## src/rtl/uart_boot_loader_pkg.sv

```systemverilog
// -----------------------------------------------------------------------------
// uart_boot_loader_pkg
// Shared types and constants for the UART boot loader and its receiver.
//   boot_state_t : top-level loader FSM states (IDLE .. ERR)
//   rx_state_t   : 8N1 receiver states
//   LEN_BYTES    : number of little-endian bytes in the word-count header
//   WORD_BYTES   : number of bytes per memory word
//   clks_per_bit : clock cycles per UART bit for a given clock and baud rate
// -----------------------------------------------------------------------------
package uart_boot_loader_pkg;

   typedef enum logic [2:0] {
      IDLE,
      WAIT_LEN,
      RECV,
      WRITE,
      DONE,
      ERR
   } boot_state_t;

   typedef enum logic [1:0] {
      RX_IDLE,
      RX_START,
      RX_DATA,
      RX_STOP
   } rx_state_t;

   localparam int LEN_BYTES  = 2;
   localparam int WORD_BYTES = 4;

   // Integer divide; any fractional remainder is a baud error the link tolerates.
   function automatic int clks_per_bit(input int clk_hz, input int baud);
      return clk_hz / baud;
   endfunction

endpackage

```

## src/rtl/uart_boot_loader_uart_rx.sv

```systemverilog
// -----------------------------------------------------------------------------
// uart_rx
// 8N1 UART receiver with a 2-flop input synchronizer.
//   clk        : system clock
//   reset      : asynchronous, active-low
//   rx_line    : raw UART line, idle high, asynchronous to clk
//   byte_valid : 1-cycle pulse when a frame with a good stop bit completes
//   data_byte  : received byte, valid while byte_valid is high
//   frame_err  : 1-cycle pulse when the stop bit is sampled low
// Parameter CLKS_PER_BIT sets the bit period in clock cycles.
// -----------------------------------------------------------------------------
module uart_rx
   import uart_boot_loader_pkg::*;
#(
   parameter int CLKS_PER_BIT = 868
) (
   input  logic       clk,
   input  logic       reset,
   input  logic       rx_line,
   output logic       byte_valid,
   output logic [7:0] data_byte,
   output logic       frame_err
);

   // Guard against a zero half-period for very small bit periods.
   localparam int HALF_BIT = (CLKS_PER_BIT / 2 > 0) ? CLKS_PER_BIT / 2 : 1;

   logic        rx_meta;
   logic        rx_sync;
   logic        rx_prev;
   rx_state_t   rx_state;
   logic [15:0] clk_cnt;
   logic [2:0]  bit_idx;
   logic [7:0]  shift_reg;

   // Two-flop synchronizer plus one extra stage for falling-edge detection.
   // All reset to the idle-high line level so reset never looks like a start bit.
   always_ff @(posedge clk or negedge reset) begin
      if (!reset) begin
         rx_meta <= 1'b1;
         rx_sync <= 1'b1;
         rx_prev <= 1'b1;
      end else begin
         rx_meta <= rx_line;
         rx_sync <= rx_meta;
         rx_prev <= rx_sync;
      end
   end

   // Bit-timing counter and deserializer. The start bit is re-checked at half
   // a bit period so short glitches drop back to idle silently. Data bits are
   // shifted in LSB first, then the stop bit decides between a good byte and a
   // framing error. The state is back in RX_IDLE on the cycle after the stop
   // sample, at the same time the result pulse appears.
   always_ff @(posedge clk or negedge reset) begin
      if (!reset) begin
         rx_state   <= RX_IDLE;
         clk_cnt    <= '0;
         bit_idx    <= '0;
         shift_reg  <= '0;
         byte_valid <= 1'b0;
         frame_err  <= 1'b0;
         data_byte  <= '0;
      end else begin
         byte_valid <= 1'b0;
         frame_err  <= 1'b0;
         case (rx_state)
            RX_IDLE: begin
               clk_cnt <= '0;
               if (rx_prev && !rx_sync) begin
                  rx_state <= RX_START;
               end
            end
            RX_START: begin
               if (clk_cnt == 16'(HALF_BIT - 1)) begin
                  clk_cnt <= '0;
                  bit_idx <= '0;
                  if (!rx_sync) begin
                     rx_state <= RX_DATA;
                  end else begin
                     rx_state <= RX_IDLE;
                  end
               end else begin
                  clk_cnt <= clk_cnt + 16'd1;
               end
            end
            RX_DATA: begin
               if (clk_cnt == 16'(CLKS_PER_BIT - 1)) begin
                  clk_cnt   <= '0;
                  shift_reg <= {rx_sync, shift_reg[7:1]};
                  if (bit_idx == 3'd7) begin
                     rx_state <= RX_STOP;
                  end else begin
                     bit_idx <= bit_idx + 3'd1;
                  end
               end else begin
                  clk_cnt <= clk_cnt + 16'd1;
               end
            end
            RX_STOP: begin
               if (clk_cnt == 16'(CLKS_PER_BIT - 1)) begin
                  clk_cnt  <= '0;
                  rx_state <= RX_IDLE;
                  if (rx_sync) begin
                     byte_valid <= 1'b1;
                     data_byte  <= shift_reg;
                  end else begin
                     frame_err <= 1'b1;
                  end
               end else begin
                  clk_cnt <= clk_cnt + 16'd1;
               end
            end
            default: rx_state <= RX_IDLE;
         endcase
      end
   end

endmodule

```

## src/rtl/uart_boot_loader.sv

```systemverilog
// -----------------------------------------------------------------------------
// uart_boot_loader
// Receives a program image over UART and writes it word-by-word into BRAM,
// holding the CPU in reset until the image is complete.
// Image format: 2-byte little-endian word count N, then N little-endian words.
//   clk            : system clock
//   reset          : asynchronous, active-low
//   RxD            : raw UART RX line
//   load_req       : debounced button level, rising edge starts a load
//   mem_address    : byte address of the current write (word aligned)
//   mem_write_data : word being written
//   mem_write_en   : 1-cycle write strobe
//   cpu_hold       : CPU held in reset, memory port owned by the loader
//   busy           : high while waiting for the header or receiving words
//   error          : sticky framing / length error flag
//   words_loaded   : words written in the current load
// -----------------------------------------------------------------------------
module uart_boot_loader
   import uart_boot_loader_pkg::*;
#(
   parameter int CLK_HZ       = 100000000,
   parameter int BAUD         = 115200,
   parameter int NUM_OF_BYTES = 800
) (
   input  logic        clk,
   input  logic        reset,
   input  logic        RxD,
   input  logic        load_req,
   output logic [31:0] mem_address,
   output logic [31:0] mem_write_data,
   output logic        mem_write_en,
   output logic        cpu_hold,
   output logic        busy,
   output logic        error,
   output logic [15:0] words_loaded
);

   localparam int          CLKS_PER_BIT = clks_per_bit(CLK_HZ, BAUD);
   localparam logic [15:0] MAX_WORDS    = 16'(NUM_OF_BYTES / WORD_BYTES);

   boot_state_t state;
   logic        load_prev;
   logic        load_rise;
   logic        restart;
   logic [1:0]  byte_idx;
   logic [7:0]  len_lo;
   logic [15:0] word_count;
   logic [15:0] len_value;
   logic [23:0] word_buf;
   logic        byte_valid;
   logic [7:0]  data_byte;
   logic        frame_err;

   uart_rx #(
      .CLKS_PER_BIT(CLKS_PER_BIT)
   ) u_uart_rx (
      .clk       (clk),
      .reset     (reset),
      .rx_line   (RxD),
      .byte_valid(byte_valid),
      .data_byte (data_byte),
      .frame_err (frame_err)
   );

   // A load request is only honoured from the resting states. Evaluating it
   // ahead of the byte handling makes a restart win over a simultaneous byte.
   always_comb begin
      load_rise = load_req && !load_prev;
      restart   = load_rise && ((state == IDLE) || (state == DONE) || (state == ERR));
      len_value = {data_byte, len_lo};
   end

   // Loader FSM with registered outputs. The last byte of a word launches the
   // write strobe directly, so the strobe is high exactly while in WRITE.
   always_ff @(posedge clk or negedge reset) begin
      if (!reset) begin
         state          <= IDLE;
         load_prev      <= 1'b0;
         byte_idx       <= '0;
         len_lo         <= '0;
         word_count     <= '0;
         word_buf       <= '0;
         mem_address    <= '0;
         mem_write_data <= '0;
         mem_write_en   <= 1'b0;
         cpu_hold       <= 1'b1;
         busy           <= 1'b0;
         error          <= 1'b0;
         words_loaded   <= '0;
      end else begin
         load_prev    <= load_req;
         mem_write_en <= 1'b0;
         if (restart) begin
            state        <= WAIT_LEN;
            error        <= 1'b0;
            words_loaded <= '0;
            byte_idx     <= '0;
            mem_address  <= '0;
            cpu_hold     <= 1'b1;
            busy         <= 1'b1;
         end else begin
            case (state)
               IDLE: begin
                  cpu_hold <= 1'b1;
                  busy     <= 1'b0;
               end
               WAIT_LEN: begin
                  if (frame_err) begin
                     state <= ERR;
                     error <= 1'b1;
                     busy  <= 1'b0;
                  end else if (byte_valid) begin
                     if (byte_idx == 2'(LEN_BYTES - 2)) begin
                        len_lo   <= data_byte;
                        byte_idx <= byte_idx + 2'd1;
                     end else begin
                        byte_idx <= '0;
                        if ((len_value == 16'd0) || (len_value > MAX_WORDS)) begin
                           state <= ERR;
                           error <= 1'b1;
                           busy  <= 1'b0;
                        end else begin
                           word_count <= len_value;
                           state      <= RECV;
                        end
                     end
                  end
               end
               RECV: begin
                  if (frame_err) begin
                     state <= ERR;
                     error <= 1'b1;
                     busy  <= 1'b0;
                  end else if (byte_valid) begin
                     case (byte_idx)
                        2'd0: word_buf[7:0]   <= data_byte;
                        2'd1: word_buf[15:8]  <= data_byte;
                        2'd2: word_buf[23:16] <= data_byte;
                        default: begin
                           mem_write_en   <= 1'b1;
                           mem_write_data <= {data_byte, word_buf};
                           mem_address    <= {14'b0, words_loaded, 2'b00};
                           state          <= WRITE;
                        end
                     endcase
                     byte_idx <= byte_idx + 2'd1;
                  end
               end
               WRITE: begin
                  words_loaded <= words_loaded + 16'd1;
                  if ((words_loaded + 16'd1) == word_count) begin
                     state    <= DONE;
                     cpu_hold <= 1'b0;
                     busy     <= 1'b0;
                  end else begin
                     state <= RECV;
                  end
               end
               DONE: begin
                  cpu_hold <= 1'b0;
                  busy     <= 1'b0;
               end
               ERR: begin
                  error    <= 1'b1;
                  cpu_hold <= 1'b1;
                  busy     <= 1'b0;
               end
               default: state <= IDLE;
            endcase
         end
      end
   end

endmodule
```

## config.mk

```make
export PLATFORM = sky130hd
export DESIGN_NAME = uart_boot_loader
export DESIGN_NICKNAME = d
export VERILOG_FILES = /design/src/rtl/uart_boot_loader_pkg.sv /design/src/rtl/uart_boot_loader_uart_rx.sv /design/src/rtl/uart_boot_loader.sv
export SDC_FILE = /design/constraint.sdc
export NUM_CORES = 1
export LEC_CHECK = 0
export CORE_MARGIN = 10
export CORE_UTILIZATION = 37
export DETAILED_ROUTE_END_ITERATION = 7
export SLEW_MARGIN = 20
export SYNTH_ARGS = -nofsm -noshare
export SYNTH_HDL_FRONTEND = slang
export SYNTH_HIERARCHICAL = 1
export SYNTH_SLANG_ARGS = --single-unit
```

## constraint.sdc

```tcl
create_clock -name clk -period 5.47 [get_ports clk]
set_input_delay 0.8205 -clock clk [delete_from_list [all_inputs] [get_ports clk]]
set_output_delay 0.8205 -clock clk [all_outputs]
set_load 0.05 [all_outputs]
```

==> results of run 1 <==
## layout by cell type (no fill, tap or decap), drive strengths merged, types with 5 or more instances in the layout
master,synthesis,routed
or3,9,9
nor2,42,42
xnor2,19,19
a31oi,8,8
buf,29,6
conb,1,16
and3,9,9
xor2,13,13
nand2b,6,6
nand4,11,11
dfrtp,160,160
a211o,5,5
and2,8,8
ha,10,10
a21oi,16,16
nand2,58,58
mux2,89,89
o21ai,43,43
nor3,13,13
clkbuf,18,17
o31ai,5,5
inv,13,20
clkdlybuf4s50,0,70
nor4,11,11
nand3,17,17
## stage by stage
stage / power [mW] / cells / setup WS [ns]
after floorplan: 1.58 / 686 / 3.03
after global routing: 3.01 / 1016 / 2.51
after detailed placement: 1.67 / 985 / 2.80
final: 2.89 / 1016 / 2.70
after global placement: 1.67 / 985 / 2.92
after CTS: 2.93 / 1016 / 2.69
## final timing paths
path                                             startpoint                                 end  slack [ns]  cells past startpoint
worst max-delay path            words_loaded[7]$_DFFE_PN0P_                     words_loaded[7]        2.70                      1
max in group asynchronous                             reset  u_uart_rx/data_byte[1]$_DFFE_PN0P_        4.02                      2
min in group clk                u_uart_rx/rx_meta$_DFF_PN1_         u_uart_rx/rx_sync$_DFF_PN1_        0.36                      0
worst min-delay path                                  reset          mem_address[8]$_DFFE_PN0P_        0.32                      1
worst max register to register  words_loaded[0]$_DFFE_PN0P_                state[1]$_DFFE_PN0P_        2.76                      7
worst min register to register  u_uart_rx/rx_meta$_DFF_PN1_         u_uart_rx/rx_sync$_DFF_PN1_        0.36                      0
## layer usage
metal / track usage [%] / routed length, µm
met5: 0 / 0
met4: 3.37 / 201
met3: 3.78 / 974
met2: 22.0 / 8500
met1: 16.4 / 7710
## where the power goes
| group | internal (mW) | leakage, nW | switching [mW] |
|---|---|---|---|
| clock | 0.731 | 0.300 | 0.507 |
| combinational | 0.109 | 1.60 | 0.218 |
| sequential | 1.26 | 2.26 | 0.0637 |
## kinds of logic after synthesis
kind of cell / after synthesis / synth area share (%)
and+or+nand+nor: 210 / 15.1
DFF: 164 / 53.6
AOI/OAI and AO/OA: 104 / 8.49
muxes: 90 / 13.3
buffers and inverters: 60 / 4.12
xor gates and xnor gates: 32 / 3.66
adders and majority gates: 10 / 1.63
other: 1 / 0.0489
## layout make-up
| type | count | area (µm²) |
|---|---|---|
| Fill cell | 1895 | 11100 |
| Sequential cell | 164 | 4110 |
| Multi-Input combinational cell | 462 | 3300 |
| Timing Repair Buffer | 76 | 749 |
| Clock buffer | 17 | 425 |
| Tap cell | 270 | 338 |
| Clock inverter | 14 | 191 |
| Inverter | 13 | 48.8 |
==> impl_metrics.json, run 1 <==
{
  "outcome": "finished, final reports clean",
  "clk_latency_ns": 0.42,
  "ys_seq_area_share_pct": 53.6,
  "wl_per_cell_um": 17.1,
  "synth_edf_count": 0,
  "reg_top3": "mem_write_data x32, word_buf x24",
  "final_util_pct": 45.1,
  "path_delay_family": "buffers and inverters",
  "ctsResizeCount": 0,
  "fin_setup_tns_ns": 0,
  "ant_nets": 0,
  "yosys_register_bits": 164,
  "grt.total_usage_pct": 13.2,
  "finClkSkew_ns": 0.00778,
  "leakagePower_nw": 4.16,
  "yosysWarnings": 6,
  "path_cells": "clkdlybuf4s50_1",
  "avgSynthCellArea_um2": 11.4,
  "io_buffers": 71,
  "slew_headroom_pct": 49.1,
  "start_util_pct": 37.7,
  "yosysMostFrequentCell": "dfrtp_1",
  "synth_common_cells": "dfrtp_1 (160), mux2_2 (87), nand2_1 (58)",
  "synthTopCellsByArea": "dfrtp_1 (52%), mux2_2 (13%), nand2_1 (2.8%)",
  "grt_max_degree": 63,
  "cts_sinks": 164,
  "slew_viol_final": 0,
  "crit_path_max_fanout": 14,
  "drt_wl_total_um": 17400,
  "drtIter0Drc": 292,
  "syn-instance-count": 671,
  "antenna_cells": 0,
  "path_class": "flip-flop to primary output",
  "p_per_area_nw_per_um2": 315,
  "post_dp_cell_area_um2": 8540,
  "largest_register_ffs": 32,
  "tritoncts": "yes",
  "required_ns": 4.65,
  "finalNetCount": 748,
  "cts_max_path_buffers": 2,
  "period_share_pct": 50.7,
  "cpMaxStageDelayCell": "clkdlybuf4s50_1",
  "viasPerCell": 5.21,
  "finalSetupViolCount": 0,
  "endpoint_kind": "primary output",
  "max_freq_mhz": 361,
  "cts_hold_buf": 0,
  "core_area_um2": 20300,
  "crit_arrival_ns": 1.95,
  "ios": 88,
  "gp_congestion": 0.863,
  "htreeDepth": 4,
  "final_layout_size_suffix_gt1_share_pct": 20.0,
  "netlist_area_um2": 7660,
  "synth_top_area_share_pct": 52.3,
  "crit_buf_inv": 1,
  "grt_overflow": 0,
  "hold_ws_ns": 0.319,
  "ir_drop_uv": 224,
  "synthFlopType": "dfrtp_1",
  "grt_pass1_wl_um": 28800,
  "post-route-drc-count": 0,
  "area_growth_syn_to_layout_pct": 19.6,
  "clk_pin_slew_worst_paths_ns": 0.07,
  "min_path_type": "input pin to async pin",
  "regMostFlops": "mem_write_data",
  "antenna_found_initial": 0,
  "hold_violations": 0,
  "min_period_ns": 2.77,
  "async_flop_share_pct": 100,
  "yosysTopAreaCell": "dfrtp_1",
  "dr.pass1.iters": 4,
  "place_hpwl_um": 12300,
  "critPathLaunchType": "flip-flop",
  "drv_cap": 0,
  "root_buffer": "clkbuf_16",
  "grt_pass1_vias": 5434,
  "die_x_um": 164,
  "tightestPinTransition_ns": 0.761,
  "critPathMaxStageDelay_ns": 0.90,
  "synthDistinctLibCells": 67,
  "fp.dieH_um": 164,
  "fin_area_um2": 9160,
  "fp-row-count": 52,
  "die-area_um2": 26900,
  "routed-via-count": 5291,
  "post_cts_buffers": 0,
  "rsz0062_at_grt": "no",
  "cts_buffers": 17
}
Power figures use the tool's default switching activity.
==> inputs of run 2 (changes only) <==
Clock period 5.47 ns to 2.3 ns, I/O delays scaled along.
==> run 2 against run 1 <==
Against the previous run: non-clock buffer count up 38; clock power up 140%; clock skew up 0.0040 ns; register-to-register slack worse by 2.6 ns; first-iteration DRC count down 11%; sequential power up 140%; design area up 4.2%; critical path depth up 1; global-route usage up 0.68 points; sequential share of layout area down 1.7 points; worst hold slack worse by 0.0082 ns; critical path type unchanged; highest routed layer unchanged.
==> impl_metrics.json, run 2 (synthesized netlist as in run 1, its figures left out) <==
{
  "outcome": "finished, final reports clean",
  "grt_pass1_wl_um": 29700,
  "cts_buffers": 17,
  "ant_nets": 0,
  "cts_max_path_buffers": 2,
  "rsz0062_at_grt": "no",
  "critPathLaunchType": "flip-flop",
  "fp-row-count": 52,
  "reg2reg_depth": 7,
  "hold_violations": 0,
  "endpoint_kind": "primary output",
  "die_x_um": 164,
  "final_layout_size_suffix_gt1_share_pct": 25.4,
  "fillers": 1856,
  "io_buffers": 71,
  "start_util_pct": 37.7,
  "min_period_ns": 2.24,
  "cts_sinks": 164,
  "min_path_type": "input pin to flip-flop",
  "grt.total_usage_pct": 13.8,
  "slew_viol_final": 0,
  "drv_cap": 0,
  "routed-via-count": 5431,
  "layout_commonest_cell": "dfrtp_1",
  "hold_ws_ns": 0.311,
  "leakagePower_nw": 4.36,
  "crit_arrival_ns": 1.89,
  "viasPerCell": 5.14,
  "layout_common_cells": "dfrtp_1 (153), mux2_2 (87), clkdlybuf4s50_1 (70)",
  "grt_overflow": 0,
  "finalSetupViolCount": 0,
  "post-route-drc-count": 0,
  "place_hpwl_um": 13200,
  "fin_setup_tns_ns": 0,
  "path_cells": "buf_4, clkdlybuf4s50_1",
  "wl_per_cell_um": 17.3,
  "tightestPinTransition_ns": 0.854,
  "slew_headroom_pct": 42.9,
  "finalNetCount": 786,
  "path_class": "flip-flop to primary output",
  "period_share_pct": 97.2,
  "path_delay_family": "buffers and inverters",
  "clk_latency_ns": 0.43,
  "reg_top3": "mem_write_data x32, word_buf x24",
  "ir_drop_uv": 535,
  "ios": 88,
  "largest_register_ffs": 32,
  "drtIter0Drc": 261,
  "htreeDepth": 4,
  "regMostFlops": "mem_write_data",
  "clk_pin_slew_worst_paths_ns": 0.07,
  "max_freq_mhz": 447,
  "crit_cells": 2,
  "grt_pass1_vias": 5557,
  "finClkSkew_ns": 0.0118,
  "area_growth_syn_to_layout_pct": 24.5,
  "dr.pass1.iters": 4,
  "antenna_found_initial": 1,
  "fp.dieH_um": 164,
  "die-area_um2": 26900,
  "drt_wl_total_um": 18200,
  "grt_max_degree": 62,
  "p_per_area_nw_per_um2": 724,
  "root_buffer": "clkbuf_16",
  "core_area_um2": 20300,
  "cpMaxStageDelayCell": "clkdlybuf4s50_1",
  "tritoncts": "yes",
  "crit_path_max_fanout": 6,
  "required_ns": 1.96,
  "hold_path_depth": 1,
  "gp_congestion": 0.869,
  "critPathMaxStageDelay_ns": 0.82,
  "crit_buf_inv": 2
}
-- run 2: cell types whose count changed in the layout (fill, tap and decap cells not counted), sizes merged --
cell and delta:
dlygate4sd3 +1, clkinvlp -1, bufinv -2, clkinv +4, buf +37, diode +1
-- run 2: where the power goes --
| group | internal (mW) | switching [mW] | leakage, nW |
|---|---|---|---|
| clock network | 1.58 | 1.35 | 0.305 |
| logic | 0.298 | 0.546 | 1.81 |
| registers | 2.99 | 0.136 | 2.25 |
| total | 4.87 | 2.04 | 4.36 |
-- run 2: stage by stage --
step	area, µm²	total power, mW	setup slack [ns]	util [%]	std cells
final	9540	6.91	0.0645	47.0	1056
after global routing	9540	7.25	0.00681	47.0	1056
after detailed placement	8870	4.04	0.0919	43.7	1021
after CTS	9510	6.99	0.0428	46.9	1054
after floorplan	7740	3.75	0.0417	-	686
after global placement	8870	4.01	0.151	43.7	1021
-- run 2: routing by layer --
metal | part of all wire, % | GRT usage, % | up-vias | wire length [µm]
met1 | 41 | 16.2 | 2734 | 7530
met4 | 1.5 | 4.87 | 0 | 268
li1 | - | - | 2559 | -
met5 | 0 | 0 | - | 0
met3 | 5.3 | 3.55 | 21 | 964
met2 | 52 | 24.0 | 117 | 9470
-- run 2: cell type report --
class	count	area (µm²)	share of cell area (%)
antenna	1	2.50	0.0262
clock buffer	17	425	4.46
clock inverter	15	205	2.15
inverter	13	48.8	0.511
multi-input combinational	462	3330	34.9
sequential	164	4120	43.2
tap	270	338	3.54
timing repair buffer	114	1070	11.3
-- run 2: final timing paths --
check,start,to,slack [ns]
max,words_loaded[11]$_DFFE_PN0P_,words_loaded[11],0.06
min,RxD,u_uart_rx/rx_meta$_DFF_PN1_,0.31
max reg2reg,words_loaded[1]$_DFFE_PN0P_,state[1]$_DFFE_PN0P_,0.15
min reg2reg,u_uart_rx/rx_meta$_DFF_PN1_,u_uart_rx/rx_sync$_DFF_PN1_,0.36
max in group asynchronous,reset,u_uart_rx/rx_prev$_DFF_PN1_,1.11
min in group asynchronous,reset,mem_address[15]$_DFFE_PN0P_,0.46
-- run 2: repair_timing --
action | CTS | global route
setup endpoints to repair | 0 | 5
hold endpoints to repair | 55 | 0
hold buffers | 1 | 0
setup buffers | 0 | 1
gates resized for setup | 0 | 5
==> inputs of run 3 (changes only) <==
Settings changed: CORE_MARGIN 10 to not set, CTS_CLUSTER_SIZE set to 30.
==> run 3 against run 2 <==
Against the previous run: first-iteration DRC count increased by 31%; clock-buffer cell count increased by 1; clock power decreased by 9.9%; final cell count unchanged; routed wire length decreased by 3.4%; utilization increased by 0.22 points; non-clock buffer count increased by 2; critical path type unchanged; largest cell class unchanged; largest power group unchanged.
==> impl_metrics.json, run 3 (synthesized netlist as in run 1, its figures left out) <==
{
  "outcome": "finished, final reports clean",
  "cts_max_path_buffers": 2,
  "gp_congestion": 0.879,
  "dp.cells": 1020,
  "pre_cts_slack_ns": -0.0143,
  "fin_area_um2": 9550,
  "cts_buffers": 17,
  "clk_pin_slew_worst_paths_ns": 0.06,
  "tritoncts": "yes",
  "layout_commonest_cell": "dfrtp_1",
  "drtIter0Drc": 342,
  "root_buffer": "clkbuf_16",
  "drt_wl_total_um": 17600,
  "final_util_pct": 47.2,
  "min_period_ns": 2.18,
  "slew_headroom_pct": 40.4,
  "layout_common_cells": "dfrtp_1 (153), mux2_2 (87), clkdlybuf4s50_1 (69)",
  "fillers": 1798,
  "leakagePower_nw": 4.38,
  "reg2reg_depth": 7,
  "place_hpwl_um": 12200,
  "die_x_um": 146,
  "grt_pass1_vias": 5409,
  "reg2reg_from": "words_loaded[2]$_DFFE_PN0P_",
  "largest_register_ffs": 32,
  "hold_violations": 0,
  "grt.total_usage_pct": 17.3,
  "ant_nets": 0,
  "tightestPinTransition_ns": 0.891,
  "required_ns": 1.96,
  "crit_path_max_fanout": 7,
  "fp-row-count": 52,
  "antenna_cells": 0,
  "core_area_um2": 20200,
  "crit_arrival_ns": 1.84,
  "finClkSkew_ns": 0.0114,
  "rsz0062_at_grt": "no",
  "timing.rr.end": "state[1]$_DFFE_PN0P_",
  "dr.pass1.iters": 4,
  "finalNetCount": 788,
  "post_dp_cell_area_um2": 8860,
  "area_growth_syn_to_layout_pct": 24.7,
  "clk_latency_ns": 0.43,
  "critPathLaunchType": "flip-flop",
  "start_util_pct": 37.9,
  "wl_per_cell_um": 16.7,
  "regMostFlops": "mem_write_data",
  "drv_cap": 0,
  "min_path_type": "input pin to flip-flop",
  "reg2reg_slack_ns": 0.15,
  "final_layout_size_suffix_gt1_share_pct": 26.0,
  "ios": 88,
  "viasPerCell": 5.22,
  "p_per_area_nw_per_um2": 696,
  "finalSetupViolCount": 0,
  "grt_max_degree": 56,
  "path_class": "flip-flop to primary output",
  "endpoint_kind": "primary output",
  "fin_ws_ns": 0.117,
  "crit_end": "words_loaded[2]",
  "max_freq_mhz": 458,
  "die-area_um2": 21300,
  "antenna_found_initial": 0,
  "grt_pass1_wl_um": 29000,
  "period_share_pct": 94.9,
  "p_total_mw": 6.65,
  "post-route-drc-count": 0,
  "cts_sinks": 164,
  "ir_drop_uv": 499,
  "slew_viol_final": 0,
  "routed-via-count": 5511,
  "fp.dieH_um": 146,
  "reg_top3": "mem_write_data x32, word_buf x24",
  "fin_setup_tns_ns": 0,
  "stdcell_count": 1056,
  "crit_start": "words_loaded[2]$_DFFE_PN0P_",
  "hold_ws_ns": 0.326,
  "htreeDepth": 4,
  "grt_overflow": 0,
  "io_buffers": 71
}
==> run 3: layout make-up <==
class	count	area, µm²	area share [%]
timing repair buffer	116	1100	11.6
inverter	13	48.8	0.511
multi-input combinational	462	3400	35.6
tap	270	338	3.54
clock inverter	13	113	1.18
clock buffer	18	429	4.49
sequential	164	4120	43.1
==> run 3: timing repair <==
action                                  CTS  global route
gates cloned                              0             0
pin swaps                                 0             3
endpoints found under the setup margin    3            24
gates resized for setup                   1            15
buffers inserted                          0             4
hold endpoints to repair                 43             0
hold buffers                              1             0
==> run 3: how the worst min path moves through the flow <==
stage	start	slack, ns	endpoint	depth (start not counted)
after floorplan	reset	0.05	busy$_DFFE_PN0P_	0
after global placement	reset	0.32	mem_address[10]$_DFFE_PN0P_	1
after detailed placement	reset	0.33	mem_address[12]$_DFFE_PN0P_	1
after CTS	RxD	0.31	u_uart_rx/rx_meta$_DFF_PN1_	1
after global routing	RxD	0.32	u_uart_rx/rx_meta$_DFF_PN1_	1
final	RxD	0.33	u_uart_rx/rx_meta$_DFF_PN1_	1
==> run 3: critical path, cell delays in order, from the launching register on <==
cell             delay [ns]
dfrtp_2                0.46
buf_12                 0.13
clkdlybuf4s50_1        0.83
==> run 3: layer usage <==
| layer | vias to the layer above | wire (µm) | track usage, % | part of all wire [%] |
|---|---|---|---|---|
| met2 | 122 | 8830 | 28.6 | 50 |
| met5 | - | 0 | 0 | 0 |
| met3 | 18 | 670 | 3.61 | 3.8 |
| li1 | 2564 | - | - | - |
| met4 | 0 | 273 | 6.37 | 1.6 |
| met1 | 2807 | 7820 | 22.2 | 44 |
==> run 3: power breakdown <==
group	leakage (nW)	internal (mW)	switching, mW
combinational	1.87	0.310	0.549
sequential	2.25	3.00	0.143
clock	0.268	1.41	1.24
total	4.38	4.72	1.93
